$ cat config.mk
export PLATFORM = sky130hd
export DESIGN_NAME = keypad_scanner
export DESIGN_NICKNAME = d
export VERILOG_FILES = /design/src/rtl/keypad_scanner.sv
export SDC_FILE = /design/constraint.sdc
export NUM_CORES = 1
export LEC_CHECK = 0
export ABC_AREA = 1
export BUFFER_PORTS_ARGS = -buffer_cell sky130_fd_sc_hd__buf_2
export CAP_MARGIN = 0
export CORE_MARGIN = 3
export CORE_UTILIZATION = 35
export DETAILED_ROUTE_END_ITERATION = 12
export PLACE_DENSITY = 0.63
export SLEW_MARGIN = 20
export SYNTH_ARGS = -nofsm -noshare
export SYNTH_HDL_FRONTEND = slang
export SYNTH_SLANG_ARGS = --single-unit
$ cat constraint.sdc
create_clock -name clk_1ms -period 2.7 [get_ports clk_1ms]
set_input_delay 0.135 -clock clk_1ms [delete_from_list [all_inputs] [get_ports clk_1ms]]
set_output_delay 0.135 -clock clk_1ms [all_outputs]
set_load 0.005 [all_outputs]
$ cat src/rtl/keypad_scanner.sv
`default_nettype none
// ============================================================================
//  Module   : keypad_scanner
//  Purpose  : Matrix keypad scanner. Walks one active-low column at a time,
//             samples active-low rows after a settle dwell, debounces whole
//             scan frames, rejects multi-key chords and reports each new
//             stable single key as row*COLS+col over a valid/ack handshake.
//  Options  : define KEYPAD_AUTOREPEAT_EN to re-emit a held key every
//             REPEAT frames.
//  Revision : 1.0  initial release
// ============================================================================
module keypad_scanner #(
  parameter int ROWS     = 4,
  parameter int COLS     = 4,
  parameter int SETTLE   = 1,
  parameter int DEBOUNCE = 4,
  parameter int REPEAT   = 8,
  parameter int CODE_W   = $clog2(ROWS*COLS)
) (
  input  logic              clk_1ms,
  input  logic              rst_n,
  input  logic [ROWS-1:0]   row,
  output logic [COLS-1:0]   col,
  output logic [CODE_W-1:0] key_code,
  output logic              key_valid,
  input  logic              key_ack,
  output logic              key_held,
  output logic              key_multi,
  output logic              key_overrun
);

  localparam int c_cidx_w = $clog2(COLS);
  localparam int c_dw_w   = (SETTLE > 0) ? $clog2(SETTLE + 1) : 1;
  localparam int c_db_w   = $clog2(DEBOUNCE + 1);

  localparam logic [c_cidx_w-1:0] c_last_col = c_cidx_w'(COLS - 1);
  localparam logic [c_cidx_w-1:0] c_cidx_one = c_cidx_w'(1);
  localparam logic [c_dw_w-1:0]   c_last_dw  = c_dw_w'(SETTLE);
  localparam logic [c_dw_w-1:0]   c_dw_one   = c_dw_w'(1);
  localparam logic [c_db_w-1:0]   c_db_max   = c_db_w'(DEBOUNCE);
  localparam logic [c_db_w-1:0]   c_db_one   = c_db_w'(1);
  localparam logic [COLS-1:0]     c_col_one  = COLS'(1);

  typedef enum logic [1:0] {
    K_NONE   = 2'd0,
    K_SINGLE = 2'd1,
    K_MULTI  = 2'd2
  } kind_t;

  // ---------------------------------------------------------------- scan
  logic                r_run;
  logic [c_cidx_w-1:0] r_col_idx;
  logic [c_dw_w-1:0]   r_dwell;
  logic                w_sample;
  logic                w_frame_end;
  logic [c_cidx_w-1:0] w_next_idx;

  assign w_sample    = r_run && (r_dwell == c_last_dw);
  assign w_frame_end = w_sample && (r_col_idx == c_last_col);
  assign w_next_idx  = (r_col_idx == c_last_col) ? '0 : (r_col_idx + c_cidx_one);

  // Column walker: first edge out of reset drives column 0, then each column
  // dwells SETTLE+1 cycles and the row sample happens on its last cycle.
  always_ff @(posedge clk_1ms or negedge rst_n) begin
    if (!rst_n) begin
      r_run     <= 1'b0;
      r_col_idx <= '0;
      r_dwell   <= '0;
      col       <= '1;
    end else if (!r_run) begin
      r_run <= 1'b1;
      col   <= ~c_col_one;
    end else if (w_sample) begin
      r_col_idx <= w_next_idx;
      r_dwell   <= '0;
      col       <= ~(c_col_one << w_next_idx);
    end else begin
      r_dwell <= r_dwell + c_dw_one;
    end
  end

  // ------------------------------------------------------ frame accumulate
  logic [1:0]        r_acc_cnt;
  logic [CODE_W-1:0] r_acc_code;
  logic [1:0]        w_cnt;
  logic [CODE_W-1:0] w_code;

  // Fold the current column's pressed rows into the running frame tally
  always_comb begin
    w_cnt  = r_acc_cnt;
    w_code = r_acc_code;
    for (int r = 0; r < ROWS; r++) begin
      if (!row[r]) begin
        w_cnt  = (w_cnt == 2'd0) ? 2'd1 : 2'd2;
        w_code = CODE_W'(r * COLS + int'(r_col_idx));
      end
    end
  end

  // Frame result; the code is forced to zero unless exactly one key was seen
  // so that result comparisons ignore stale codes.
  kind_t             w_res_kind;
  logic [CODE_W-1:0] w_res_code;
  assign w_res_kind = kind_t'(w_cnt);
  assign w_res_code = (w_cnt == 2'd1) ? w_code : '0;

  // ------------------------------------------------------------ debounce
  kind_t             r_prev_kind;
  logic [CODE_W-1:0] r_prev_code;
  logic [c_db_w-1:0] r_db_cnt;
  kind_t             r_stb_kind;
  logic [CODE_W-1:0] r_stb_code;
  logic              w_same;
  logic [c_db_w-1:0] w_db_next;
  logic              w_change;

  assign w_same    = (w_res_kind == r_prev_kind) && (w_res_code == r_prev_code);
  assign w_db_next = !w_same                ? c_db_one :
                     (r_db_cnt == c_db_max) ? r_db_cnt : (r_db_cnt + c_db_one);
  assign w_change  = (w_db_next == c_db_max) &&
                     ((w_res_kind != r_stb_kind) || (w_res_code != r_stb_code));

  // Accumulate per column, and at frame end update debounce and stable state
  always_ff @(posedge clk_1ms or negedge rst_n) begin
    if (!rst_n) begin
      r_acc_cnt   <= 2'd0;
      r_acc_code  <= '0;
      r_prev_kind <= K_NONE;
      r_prev_code <= '0;
      r_db_cnt    <= '0;
      r_stb_kind  <= K_NONE;
      r_stb_code  <= '0;
      key_held    <= 1'b0;
      key_multi   <= 1'b0;
    end else if (w_sample) begin
      if (w_frame_end) begin
        r_acc_cnt   <= 2'd0;
        r_acc_code  <= '0;
        r_prev_kind <= w_res_kind;
        r_prev_code <= w_res_code;
        r_db_cnt    <= w_db_next;
        if (w_change) begin
          r_stb_kind <= w_res_kind;
          r_stb_code <= w_res_code;
          key_held   <= (w_res_kind == K_SINGLE);
          key_multi  <= (w_res_kind == K_MULTI);
        end
      end else begin
        r_acc_cnt  <= w_cnt;
        r_acc_code <= w_code;
      end
    end
  end

  // --------------------------------------------------------------- events
  logic              w_emit_new;
  logic              w_emit_rep;
  logic              w_emit;
  logic [CODE_W-1:0] w_emit_code;

  assign w_emit_new = w_frame_end && w_change && (w_res_kind == K_SINGLE);

`ifdef KEYPAD_AUTOREPEAT_EN
  localparam int c_rep_w = (REPEAT > 1) ? $clog2(REPEAT) : 1;
  localparam logic [c_rep_w-1:0] c_rep_last = c_rep_w'(REPEAT - 1);
  localparam logic [c_rep_w-1:0] c_rep_one  = c_rep_w'(1);
  logic [c_rep_w-1:0] r_rep_cnt;

  // Count frames of an unchanged stable single key; restart on each repeat
  always_ff @(posedge clk_1ms or negedge rst_n) begin
    if (!rst_n) begin
      r_rep_cnt <= '0;
    end else if (w_frame_end) begin
      if (w_change || (r_stb_kind != K_SINGLE) || (r_rep_cnt == c_rep_last)) begin
        r_rep_cnt <= '0;
      end else begin
        r_rep_cnt <= r_rep_cnt + c_rep_one;
      end
    end
  end

  assign w_emit_rep = w_frame_end && !w_change && (r_stb_kind == K_SINGLE) &&
                      (r_rep_cnt == c_rep_last);
`else
  assign w_emit_rep = 1'b0;
`endif

  assign w_emit      = w_emit_new || w_emit_rep;
  assign w_emit_code = w_emit_new ? w_res_code : r_stb_code;

  // Valid/ack handshake; an event landing on an unacknowledged key is dropped
  // and flagged, while an ack in the same cycle makes room for it.
  always_ff @(posedge clk_1ms or negedge rst_n) begin
    if (!rst_n) begin
      key_valid   <= 1'b0;
      key_code    <= '0;
      key_overrun <= 1'b0;
    end else if (w_emit) begin
      if (key_valid && !key_ack) begin
        key_overrun <= 1'b1;
      end else begin
        key_valid   <= 1'b1;
        key_code    <= w_emit_code;
        key_overrun <= 1'b0;
      end
    end else if (key_ack && key_valid) begin
      key_valid   <= 1'b0;
      key_overrun <= 1'b0;
    end
  end

endmodule
`default_nettype wire

==> results of run 1 <==
[tightest hold or removal path, stage by stage]
cell	delay, ps
buf_2	90
nand2_1	40
nand2_1	50
nand2_1	40
nand2_1	50
inv_1	30
[synthesized netlist by cell type]
cell | instances | area (um2)
nand4_2 | 4 | 50.05
o21ai_1 | 3 | 15.01
nor3_4 | 1 | 16.27
buf_6 | 2 | 22.52
xnor2_1 | 1 | 8.760
conb_1 | 1 | 3.750
nand2_1 | 97 | 364.1
inv_1 | 29 | 108.9
o22ai_1 | 2 | 12.51
nor2_4 | 3 | 33.78
ha_1 | 6 | 75.07
nand3_2 | 1 | 10.01
nand2_4 | 2 | 22.52
nor2_2 | 2 | 12.51
xor2_1 | 3 | 26.28
nor2_1 | 13 | 48.80
dfrtp_1 | 33 | 825.8
nand4_1 | 8 | 50.05
inv_2 | 4 | 15.01
nand3b_1 | 4 | 30.03
nand3_1 | 16 | 80.08
dfstp_2 | 4 | 105.1
clkinv_1 | 3 | 11.26
o21ai_2 | 7 | 61.31
nand2_2 | 5 | 31.28
a21oi_1 | 5 | 25.02
o21ai_0 | 14 | 70.07
[metal layers]
| layer | wire [um] | vias to the layer above | track usage |
|---|---|---|---|
| met1 | 2087 | 782 | 0.1765 |
| met4 | 40 | 0 | 0.04386 |
| li1 | - | 920 | - |
| met2 | 2059 | 26 | 0.2260 |
| met5 | 0 | - | 0 |
| met3 | 106 | 2 | 0.02764 |
[per-stage QoR]
| step | utilization | hold slack [ps] |
|---|---|---|
| 6_report | 0.4295 | 189.7 |
| 5_1_grt | 0.4295 | 196.6 |
| 4_1_cts | 0.4282 | 180.6 |
| 3_5_place_dp | 0.4030 | 287.7 |
| 3_3_place_gp | 0.4030 | 285.0 |
| 2_1_floorplan | - | -160.6 |
[cell type report]
class | instances | share of cell area
multi-input combinational | 198 | 0.4270
sequential | 37 | 0.3796
inverter | 36 | 0.05510
timing repair buffer | 21 | 0.04694
tap | 72 | 0.03673
clock buffer | 5 | 0.02806
clock inverter | 3 | 0.02653
[flip-flops by register name (all words and copies together) (netlist names), 2 cells and up]
| signal | cells |
|---|---|
| r_col_idx | 2 |
| key_code | 4 |
| r_db_cnt | 3 |
| r_prev_code | 4 |
| r_stb_kind | 2 |
| col | 4 |
| r_acc_code | 4 |
| r_stb_code | 4 |
| r_acc_cnt | 2 |
| r_prev_kind | 2 |
[cell families (layout without fill, tap and decap cells)]
group	Yosys count	count (layout)
AND/OR/NAND/NOR	156	156
buffers and inverters	38	65
flip-flops	37	37
AO/OA/AOI/OAI	31	31
adder cells (fa/ha/maj)	6	6
XOR/XNOR	4	4
other	1	1
[report_power, final]
part	internal, mW	switching [mW]	total [mW]
clock network	0.367	0.199	0.566
registers	0.692	0.0892	0.781
logic	0.236	0.421	0.657
total	1.29	0.709	2.00
[how the worst max path moves through the flow]
stage	depth (start not counted)	startpoint	to
detailed placement	18	r_acc_cnt[0]$_DFFE_PN0P_	r_stb_kind[1]$_DFFE_PN0P_
global route	18	r_acc_cnt[0]$_DFFE_PN0P_	r_stb_kind[1]$_DFFE_PN0P_
floorplan	16	r_acc_cnt[0]$_DFFE_PN0P_	r_stb_code[2]$_DFFE_PN0P_
finish	18	r_acc_cnt[0]$_DFFE_PN0P_	r_stb_kind[1]$_DFFE_PN0P_
CTS	18	r_acc_cnt[0]$_DFFE_PN0P_	r_stb_kind[1]$_DFFE_PN0P_
global placement	18	r_acc_cnt[0]$_DFFE_PN0P_	r_stb_kind[1]$_DFFE_PN0P_
[what timing repair did]
item	in CTS	in global routing
endpoints found under the hold margin	33	0
hold buffers	1	0
buffers inserted	0	1
setup endpoints to repair	0	13
==> out/results.txt, run 1 <==
Outcome - finished, final reports clean
Skew final - 11.22 ps
Worst path cell trace - inv_2 -> nand3_1 -> nand2_1 -> nand2_1 -> nand2_1 -> nand2_2 -> nand2_2 -> nand2_4 -> nor2_4 -> buf_4 -> nand3_1 -> nand2_1 -> nor2_2 -> nand3_1 -> nor2_4 -> nand2_4 -> o21ai_1 -> inv_1
Pre-antenna DRT Iters - 4
Initial Utilization - 0.3741
Final-report setup violation count - 0
Iter 0 DRT Violations - 107
TritonCTS clock tree - built
Dpl cells - 362
Post-synthesis mux area share - 0
Final std cells w/o fill - 372
Synth cell types - 27
Crit path max fanout - 15
Commonest non-fill, non-tap cell in the layout - nand2_1
Max IR drop VDD - 536.8 uV
Number of inserted diodes - 0
CP arrival - 2590 ps
Vias per std cell - 4.651
Reg2Reg Depth - 18
Largest family of logic cells by synthesized area - simple AND/OR/NAND/NOR gates
Initial antenna violation count - 0
GRT Resource Usage Total - 0.1358
Synthesized-area fraction occupied by adder cells - 0.03515
Hold depth - 6
Fmax achieved - 414.5 MHz
CP startpoint kind - flip-flop
Clock Sinks - 37
Final hold violation count - 0
Synth Area in Simple Gates - 0.3509
Pwr Total - 2.004 mW
Avg Cell Area, Syn - 7.823 um2
Measured slew at the worst slew-check pin - 825.0 ps
Final Wtd Congestion - 0.8506
H-tree depth - 2
CORE AREA - 5709 um2
Clock latency on the worst-skew pair - 290 ps
Clock slew at reported path FFs - 80 ps
Row cnt - 27
Fin crit share - 0.8936
Num CTS Buffers - 5
Buf+Inv Stages, Crit Path - 3
Commonest non-fill, non-tap cells in the layout - nand2_1 (97), dfrtp_1 (33), inv_1 (29)
Post-route cell area - 2452 um2
Unrepaired setup endpoints after global routing - no
Critical Path End Type - flip-flop
Post-Synthesis Cell Area - 2136 um2
Most used cell, CP - nand2_1
DP Area - 2301 um2
R2r setup slk - 290 ps
Die area - 7075 um2
Setup CP Type - reg2reg
Static Leakage - 1.300 nW
CP max stage cell - dfrtp_1
Post-DR wirelength/cell - 11.55 um
Cells after synthesis - 273
Minimum clock period - 2413 ps
Max-slew violations - 0
Area grow syn2layout - 14.82%
# IOs - 19
Largest net degree at the start of global routing - 38
Post-route ant nets - 0
Vias in the first global route - 1741
Warnings from Yosys - 0
Max Root-Sink Buffers - 2
GRT overflow - 0
FF/Latch Area - 930.9 um2
Syn_nets - 286
Cts repair resizes - 0
Hold Path End - key_overrun$_DFFE_PN0P_
Crit path largest cell delay - 440 ps
Crit path required time - 2870 ps
Min-Delay Path Class - in2reg
Reg-to-reg endpoint - r_stb_kind[1]$_DFFE_PN0P_
Max-cap violation count - 0
Total Routed Length - 4295 um
Dpl ws - 277.7 ps
Xor/xnor share of the synthesized area - 0.01640
FF-to-FF Start - r_acc_cnt[0]$_DFFE_PN0P_
Area occupied by multi-input gates - 1047 um2
Final nets - 312
DRC viols - 0
Share of cells above drive strength 1 - 0.2033
PortBufs - 18
Post-route setup slack - 287.3 ps
Die Y - 84.12 um
DPL Wire Length - 3229 um
TNS Setup - 0 ps
Sequential area share after synthesis - 0.4359
CTS Root Cell - clkbuf_8
#FFs+latches synth - 37
Post-synthesis compound-gate area fraction - 0.08612
Min-delay src - key_ack
Worst slew margin - 0.4500
CP top delay family - simple AND/OR/NAND/NOR gates
First-pass GRT wire length - 7872 um
Via count - 1730
Power per cell area - 817.0 nW/um2
# fillers - 573
Die X - 84.12 um
Note: power is estimated with default switching activity, not from simulation.
==> inputs of run 2 (changes only) <==
- ABC_CLOCK_PERIOD_IN_PS: unset -> 2700
- CELL_PAD_IN_SITES_DETAIL_PLACEMENT: unset -> 0
- CELL_PAD_IN_SITES_GLOBAL_PLACEMENT: unset -> 1
- PLACE_DENSITY: 0.63 -> 0.76
==> run 2 against run 1 <==
Register-to-register slack hardly changed. Sequential cell count did not move. Sequential power is essentially flat. Clock skew fell by 8.3 ps. Critical path depth unchanged. Power fell by 8.6%. Clock power fell by 33%. Hold slack got worse by 8.0 ps. Die area unchanged. Setup slack worse by 4.1 ps. Fmax fell by 0.17%. Global-route usage increased by 0.58 points. Critical endpoint unchanged.
==> out/results.txt, run 2 (same netlist as run 1, synthesis figures left out) <==
First-pass GRT wire length - 8066 um
Total Routed Length - 4561 um
CP max stage cell - dfrtp_1
Row cnt - 27
Crit. Startpoint - r_acc_cnt[0]$_DFFE_PN0P_
Clock latency on the worst-skew pair - 290 ps
Crit path max fanout - 15
Vias per std cell - 4.663
PortBufs - 18
Pre-antenna DRT Iters - 4
Max Root-Sink Buffers - 2
CP arrival - 2600 ps
Worst slew margin - 0.4431
Final Wtd Congestion - 0.8436
# fillers - 596
Power per cell area - 756.4 nW/um2
Via count - 1744
DP Area - 2301 um2
Final hold violation count - 0
Area grow syn2layout - 13.36%
Hold depth - 6
Skew final - 2.965 ps
Minimum clock period - 2417 ps
Fmax achieved - 413.8 MHz
Clock slew at reported path FFs - 70 ps
Dpl ws - 250.9 ps
Die Y - 84.12 um
CP Capture Point - r_stb_kind[1]$_DFFE_PN0P_
Initial Utilization - 0.3741
CTS Root Cell - clkbuf_8
Post-route setup slack - 283.2 ps
Crit path required time - 2890 ps
Post-route cell area - 2421 um2
Worst path cell trace - inv_2 -> nand3_1 -> nand2_1 -> nand2_1 -> nand2_1 -> nand2_2 -> nand2_2 -> nand2_4 -> nor2_4 -> nand3_1 -> nand2_1 -> nand2_1 -> nor2_2 -> nand3b_1 -> nor2_4 -> nand2_4 -> o21ai_1 -> inv_1
Max-cap violation count - 0
Initial antenna violation count - 0
Setup CP Type - reg2reg
Clock Sinks - 37
Vias in the first global route - 1713
Post-route ant nets - 0
Largest net degree at the start of global routing - 38
Max-slew violations - 0
Final-report setup violation count - 0
Post-DR wirelength/cell - 12.20 um
TritonCTS clock tree - built
CORE AREA - 5709 um2
GRT overflow - 0
Min-Delay Path Class - in2reg
Fin crit share - 0.8951
Commonest non-fill, non-tap cells in the layout - nand2_1 (97), dfrtp_1 (33), inv_1 (29)
Max IR drop VDD - 282.2 uV
DPL Wire Length - 3366 um
DRC viols - 0
R2r setup slk - 280 ps
Die area - 7075 um2
Num CTS Buffers - 5
FF-to-FF Start - r_acc_cnt[0]$_DFFE_PN0P_
Most used cell, CP - nand2_1
FF/Latch Area - 930.9 um2
Number of inserted diodes - 0
Static Leakage - 1.288 nW
Commonest non-fill, non-tap cell in the layout - nand2_1
GRT Resource Usage Total - 0.1417
Die X - 84.12 um
Outcome - finished, final reports clean
Crit path largest cell delay - 440 ps
H-tree depth - 2
Iter 0 DRT Violations - 82
CP startpoint kind - flip-flop
Unrepaired setup endpoints after global routing - no
Share of cells above drive strength 1 - 0.2086
Critical Path End Type - flip-flop
TNS Setup - 0 ps
Measured slew at the worst slew-check pin - 835.3 ps
# IOs - 19
Final nets - 314
Reg2Reg Depth - 18
Reg-to-reg endpoint - r_stb_kind[1]$_DFFE_PN0P_
Area occupied by multi-input gates - 1052 um2
run 2: cell count changes in the layout (fill, tap and decap cells not counted):
| cell | previous run | this run |
|---|---|---|
| clkinv_2 | 1 | 2 |
| bufinv_16 | 2 | 0 |
| buf_4 | 2 | 4 |
| clkbuf_1 | 0 | 1 |
| nand3_2 | 1 | 2 |
| nand3_1 | 16 | 15 |
run 2: area by class of cell:
type | instances | area share
clock buffer | 6 | 0.02997
clock inverter | 2 | 0.004134
tap | 72 | 0.03721
sequential | 37 | 0.3845
multi-input combinational | 198 | 0.4346
inverter | 36 | 0.05581
timing repair buffer | 23 | 0.05375
run 2: stage by stage:
stage / cells / total power, mW / utilization / hold WS, ps
CTS: 371 / 1.851 / 0.4192 / 182.6
finish: 374 / 1.831 / 0.4241 / 181.8
global placement: 362 / 1.450 / 0.4030 / 293.9
detailed placement: 362 / 1.454 / 0.4030 / 301.8
global route: 374 / 2.011 / 0.4241 / 221.8
floorplan: 273 / 1.287 / - / -160.6
run 2: power by group:
group | switching [mW] | internal (mW) | total, mW
combinational | 0.435 | 0.239 | 0.674
sequential | 0.0859 | 0.692 | 0.778
clock | 0.201 | 0.179 | 0.380
run 2: critical path: cells and delay by family (launching register included):
family	cells	cell delay [ps]
and+or+nand+nor	15	1580
DFF	1	440
buffers and inverters	2	150
AOI/OAI and AO/OA	1	140
run 2: per-layer routing:
| metal | vias up | GRT usage | routed length [um] |
|---|---|---|---|
| met5 | - | 0 | 0 |
| met4 | 0 | 0.05263 | 78 |
| met3 | 8 | 0.03455 | 177 |
| met2 | 21 | 0.2245 | 2049 |
| met1 | 791 | 0.1871 | 2256 |
| li1 | 924 | - | - |
run 2: worst min path at each step:
stage	startpoint	to	slack [ps]
after floorplan	rst_n	key_code[0]$_DFFE_PN0P_	-160
after global placement	rst_n	r_acc_cnt[0]$_DFFE_PN0P_	290
after detailed placement	rst_n	r_acc_cnt[0]$_DFFE_PN0P_	300
after CTS	key_ack	key_overrun$_DFFE_PN0P_	180
after global routing	key_ack	key_overrun$_DFFE_PN0P_	220
final	key_ack	key_overrun$_DFFE_PN0P_	180
run 2: repair_timing:
item | CTS | global route
hold buffers | 1 | 0
gates resized for setup | 0 | 1
setup buffers | 0 | 3
setup endpoints to repair | 0 | 13
hold endpoints to repair | 33 | 0
